--- src/rtl/cdc_pkg.sv ---
// ----------------------------------------------------------------------------
// cdc_pkg
// Shared clock-domain-crossing definitions.
// - hs_rx_state_t     : states of the slow-side four-phase handshake receiver
// - MIN/MAX_SYNC_STAGES : legal depth of a request synchronizer chain
// - sync_stages_legal() : elaboration-time range check used by the receiver
// ----------------------------------------------------------------------------
package cdc_pkg;

    typedef enum logic [1:0] {
        IDLE,
        STALL,
        ACK,
        DRAIN
    } hs_rx_state_t;

    localparam int MIN_SYNC_STAGES = 2;
    localparam int MAX_SYNC_STAGES = 4;

    function automatic bit sync_stages_legal(input int stages);
        return (stages >= MIN_SYNC_STAGES) && (stages <= MAX_SYNC_STAGES);
    endfunction

endpackage

--- src/rtl/cdc_sync_bits.sv ---
// ----------------------------------------------------------------------------
// cdc_sync_bits
// Generic multi-flop synchronizer chain, one chain per bit of d.
// Only level signals that change slowly relative to clk may pass through it;
// multi-bit buses must be Gray-coded or otherwise single-bit-changing.
// Ports:
//   clk    in   destination clock
//   rst_ni in   asynchronous active-low reset, clears every stage
//   d      in   WIDTH  asynchronous input
//   q      out  WIDTH  synchronized output (last stage)
// ----------------------------------------------------------------------------
module cdc_sync_bits #(
    parameter int WIDTH  = 1,
    parameter int STAGES = 2
) (
    input  logic             clk,
    input  logic             rst_ni,
    input  logic [WIDTH-1:0] d,
    output logic [WIDTH-1:0] q
);

    logic [WIDTH-1:0] stage [STAGES];

    // NOTE: the stage array is a flop chain, not a RAM, so every element is
    // reset; a known-zero chain keeps a spurious request from appearing
    // right after reset.
    always_ff @(posedge clk or negedge rst_ni) begin
        if (!rst_ni) begin
            for (int i = 0; i < STAGES; i++) begin
                stage[i] <= '0;
            end
        end else begin
            // NOTE: non-blocking assignments make every stage take the value
            // its predecessor had before this edge, which is what a shift
            // chain means; blocking would collapse the chain into one flop.
            stage[0] <= d;
            for (int i = 1; i < STAGES; i++) begin
                stage[i] <= stage[i-1];
            end
        end
    end

    assign q = stage[STAGES-1];

endmodule

--- src/rtl/cdc_hs_rx_slow.sv ---
// ----------------------------------------------------------------------------
// cdc_hs_rx_slow
// Receiving end of a four-phase req/ack handshake that moves a data word from
// a faster domain into clk_slow. The request is synchronized, the sender-held
// word is captured once the synchronized request is seen, and a registered
// level acknowledge is returned. The word is presented through a one-entry
// valid/ready buffer with backpressure.
// Ports:
//   clk_slow    in   receiving-domain clock
//   rst_ni      in   asynchronous active-low reset
//   req_i       in   request level from the sender (asynchronous)
//   data_i      in   DATA_WIDTH sender word, stable while req_i is high
//   ack_o       out  acknowledge level back to the sender (registered)
//   valid_o     out  data_o holds an undelivered word
//   ready_i     in   consumer accepts when valid_o && ready_i at an edge
//   data_o      out  DATA_WIDTH captured word
//   xfer_cnt_o  out  CNT_WIDTH completed-handshake counter (wraps)
//   proto_err_o out  sticky: request withdrawn before it was acknowledged
// ----------------------------------------------------------------------------
module cdc_hs_rx_slow
    import cdc_pkg::*;
#(
    parameter int DATA_WIDTH  = 8,
    parameter int SYNC_STAGES = 2,
    parameter int CNT_WIDTH   = 16
) (
    input  logic                  clk_slow,
    input  logic                  rst_ni,
    input  logic                  req_i,
    input  logic [DATA_WIDTH-1:0] data_i,
    output logic                  ack_o,
    output logic                  valid_o,
    input  logic                  ready_i,
    output logic [DATA_WIDTH-1:0] data_o,
    output logic [CNT_WIDTH-1:0]  xfer_cnt_o,
    output logic                  proto_err_o
);

    if (!sync_stages_legal(SYNC_STAGES)) begin : g_bad_sync_stages
        $error("cdc_hs_rx_slow: SYNC_STAGES must lie in 2..4");
    end

    hs_rx_state_t state;
    logic         req_s;
    logic         buf_free;
    logic         pop;

    cdc_sync_bits #(
        .WIDTH (1),
        .STAGES(SYNC_STAGES)
    ) u_req_sync (
        .clk   (clk_slow),
        .rst_ni(rst_ni),
        .d     (req_i),
        .q     (req_s)
    );

    // The buffer can take a new word if it is empty or is being emptied
    // at this same edge.
    assign pop      = valid_o && ready_i;
    assign buf_free = !valid_o || ready_i;

    always_ff @(posedge clk_slow or negedge rst_ni) begin
        if (!rst_ni) begin
            state       <= IDLE;
            ack_o       <= 1'b0;
            valid_o     <= 1'b0;
            data_o      <= '0;
            xfer_cnt_o  <= '0;
            proto_err_o <= 1'b0;
        end else begin
            // A pop empties the buffer unless a capture below refills it
            // in the same cycle; the later assignment wins.
            if (pop) begin
                valid_o <= 1'b0;
            end

            unique case (state)
                IDLE: begin
                    if (req_s) begin
                        if (buf_free) begin
                            data_o  <= data_i;
                            valid_o <= 1'b1;
                            ack_o   <= 1'b1;
                            state   <= ACK;
                        end else begin
                            state <= STALL;
                        end
                    end
                end
                STALL: begin
                    // The sender may not withdraw a request it has not seen
                    // acknowledged; flag it and drop the word.
                    if (!req_s) begin
                        proto_err_o <= 1'b1;
                        state       <= IDLE;
                    end else if (buf_free) begin
                        data_o  <= data_i;
                        valid_o <= 1'b1;
                        ack_o   <= 1'b1;
                        state   <= ACK;
                    end
                end
                ACK: begin
                    if (!req_s) begin
                        ack_o <= 1'b0;
                        state <= DRAIN;
                    end
                end
                DRAIN: begin
                    // One guaranteed low-ack cycle before the next request
                    // can be accepted.
                    xfer_cnt_o <= xfer_cnt_o + CNT_WIDTH'(1);
                    state      <= IDLE;
                end
                default: state <= IDLE;
            endcase
        end
    end

endmodule

--- config.mk ---
export PLATFORM = sky130hd
export DESIGN_NAME = cdc_hs_rx_slow
export DESIGN_NICKNAME = d
export VERILOG_FILES = /design/src/rtl/cdc_pkg.sv /design/src/rtl/cdc_sync_bits.sv /design/src/rtl/cdc_hs_rx_slow.sv
export SDC_FILE = /design/constraint.sdc
export NUM_CORES = 1
export LEC_CHECK = 0
export BUFFER_PORTS_ARGS = -buffer_cell sky130_fd_sc_hd__buf_2
export CAP_MARGIN = 20
export CORE_MARGIN = 5
export CORE_UTILIZATION = 31
export DETAILED_ROUTE_END_ITERATION = 16
export GPL_TIMING_DRIVEN = 0
export PLACE_DENSITY = 0.63
export SYNTH_ARGS = -nofsm -noshare
export SYNTH_HDL_FRONTEND = slang
export SYNTH_SLANG_ARGS = --single-unit
--- constraint.sdc ---
create_clock -name clk_slow -period 2.85 [get_ports clk_slow]
set_clock_uncertainty 0.2 [all_clocks]
set_input_delay 0 -clock clk_slow [delete_from_list [all_inputs] [get_ports clk_slow]]
set_output_delay 0 -clock clk_slow [all_outputs]
set_load 0.02 [all_outputs]
==> impl_metrics.py <==
metrics = {
    "outcome": {
        "outcome": "finished, final reports clean",
    },
    "synth": {
        "synth.distinct_cells": 21,
        "ys_seq_area_share_pct": 62.9,
        "synthCells": 93,
        "syn_nets": 106,
        "synth_top_family_by_area": "simple AND/OR/NAND/NOR gates",
        "muxShareOfSynthArea_pct": 8.22,
        "synth_xor_area_share_pct": 10.6,
        "syn_area_per_cell_um2": 13.3,
        "synth_compound_area_share_pct": 2.23,
        "yosys_warnings": 0,
        "synthSimpleGateAreaFrac_pct": 14.0,
        "synth_adder_area_share_pct": 1.01,
        "synthesis.area_um2": 1230,
        "ys_ff_latch": 31,
    },
    "final_layout": {
        "nets": 162,
        "syn2layout_area_growth_pct": 36.0,
        "drive_gt1_share_pct": 38.0,
        "stdcell_count": 200,
        "final_cell_mix": "buf_2 (39), dfrtp_1 (31), xnor2_1 (13)",
        "final_common_cell": "buf_2",
        "diodes": 0,
    },
    "timing": {
        "hold_violations": 0,
        "final.period_utilization_pct": 58.3,
        "worst_pin_slew_ns": 0.671,
        "finalSetupTns_ns": 0,
        "fmax_ghz": 0.602,
        "maxSlewHeadroom_pct": 55.2,
        "post-route-min-period_ns": 1.66,
        "maxSlewViolCount": 0,
        "setup-violations-final": 0,
        "rsz0062_at_grt": "false",
    },
    "global_routing": {
        "grt_usage_pct": 10.7,
        "grt_pass1_vias": 992,
        "grt_overflow": 0,
        "grt_pass1_wl_mm": 4.36,
        "grt_max_degree": 32,
        "antenna_found_initial": 0,
    },
    "drt": {
        "dr.pass1.iters": 4,
        "first_iter_violations": 9,
        "drc": 0,
        "post_drt_via_cell_ratio": 4.49,
        "ant_nets": 0,
        "num_vias": 898,
        "wl_mm": 2.51,
        "wl_per_cell_um": 12.5,
    },
    "floorplan": {
        "dieArea_um2": 5340,
        "std_cell_rows": 23,
        "initial_core_util_pct": 31.3,
        "die_w_um": 73.1,
        "pin_count": 39,
        "core_um2": 3940,
        "die_h_um": 73.1,
    },
    "pwr": {
        "power.density_nw_per_um2": 890,
        "p_leak_nw": 0.822,
        "p_total_mw": 1.49,
        "max-vdd-ir-drop_v": 0.000459,
    },
    "clock_network": {
        "clockRootBuffer": "clkbuf_8",
        "clk_latency_ns": 0.27,
        "cts.path.max_buffers": 2,
        "htreeDepth": 2,
        "post_cts_buffers": 0,
        "numClockSinks": 31,
        "cts_tree": "done",
        "clkTransAtPathRegs_ns": 0.06,
        "cts_buffers": 5,
    },
    "worst_setup_path": {
        "crit_slowest_cell": "dfrtp_1",
        "cp_slowest_stage_delay_ns": 0.43,
        "path_max_fanout": 10,
        "path_class": "reg -> reg",
        "critPathTopFamily": "flip-flops",
        "path_cells": "nand2b_1 > nor2b_1 > buf_2 > mux2_2",
        "end_kind": "register",
        "crit_path_start_kind": "register",
        "cp.buffers_inverters": 1,
        "required_ns": 2.80,
        "cp_data_arrival_time_ns": 1.62,
    },
    "placement": {
        "dp_cells": 181,
        "dpl.hpwl_mm": 1.80,
        "port_buffers": 38,
        "routabilityCongestion": 0.742,
    },
    "worst_hold_path": {
        "hold_path_class": "in -> async",
    },
    "flow_run": {
        "maxCapViolations": 0,
    },
}
-- synthesized netlist by cell type (all sizes together) --
cell	n	area, um2
ha	1	12.5
nand2b	2	12.5
dfrtp	31	776
nor2	4	17.5
nand4	3	18.8
inv	2	7.51
xnor2	13	114
a21o	2	15.0
and3	2	12.5
o21ai	1	5.00
nor2b	1	6.26
nand3	10	50.1
nand2	6	25.0
mux2	9	101
and4	1	8.76
o31ai	1	7.51
xor2	2	17.5
buf	1	5.00
nor4	1	21.3
-- flip-flops by register name, indices dropped and copies added, names as in the netlist --
register and count:
ack_o 1, data_o 8, proto_err_o 1, state 2, u_req_sync.q 1, u_req_sync.stage 1
valid_o 1, xfer_cnt_o 16
-- path summary, 6_finish.rpt --
check	endpoint	depth (start not counted)	slack, ns	start
max in group asynchronous	data_o[2]	2	1.92	rst_ni
worst min-delay path	xfer_cnt_o[5]	2	0.1	rst_ni
worst max register to register	data_o[4]	4	1.19	state[1]
worst min register to register	u_req_sync.q	0	0.15	u_req_sync.stage[1]
min in group clk_slow	u_req_sync.q	0	0.15	u_req_sync.stage[1]
worst max-delay path	data_o[4]	4	1.19	state[1]
-- cell type report --
type,count,area (um2)
fill,377,2260
inverter,2,7.51
tap,50,62.6
clock buffer,7,76.3
buffer,1,5.00
clock inverter,1,5.00
multi-input combinational,59,445
timing repair buffer,49,300
sequential,31,776
-- per-layer routing --
metal	GRT usage, %	part of all wire [%]
met1	11.6	42
met2	17.8	47
met3	5.10	10
met4	4.30	0.88
met5	0	0
-- power by group --
part,total (mW),switching [mW],internal (mW)
combinational,0.503,0.291,0.213
sequential,0.674,0.104,0.570
clock,0.316,0.145,0.171
total,1.49,0.540,0.953
-- per-stage QoR --
step | hold WS [ns] | util, % | cell area [um2] | worst slack [ns]
global placement | -0.136 | 37.7 | 1490 | 1.21
floorplan | -0.496 | - | 1230 | 1.18
finish | 0.0966 | 42.6 | 1680 | 1.19
detailed placement | -0.122 | 37.7 | 1490 | 1.18
global route | 0.159 | 42.6 | 1680 | 1.07
CTS | 0.121 | 42.6 | 1680 | 1.17
-- timing repair --
item                                   4_1_cts  5_1_grt
hold buffers                                11        0
endpoints found under the hold margin       42        0
resized for setup                            0        0
setup endpoints to repair                    0        0
-- kinds of logic after synthesis --
group / Yosys count
flip-flops: 31
AND/OR/NAND/NOR: 30
XOR/XNOR: 15
multiplexers: 9
AO/OA/AOI/OAI: 4
buffers and inverters: 3
adder cells (fa/ha/maj): 1
(Power assumes the default switching activity.)
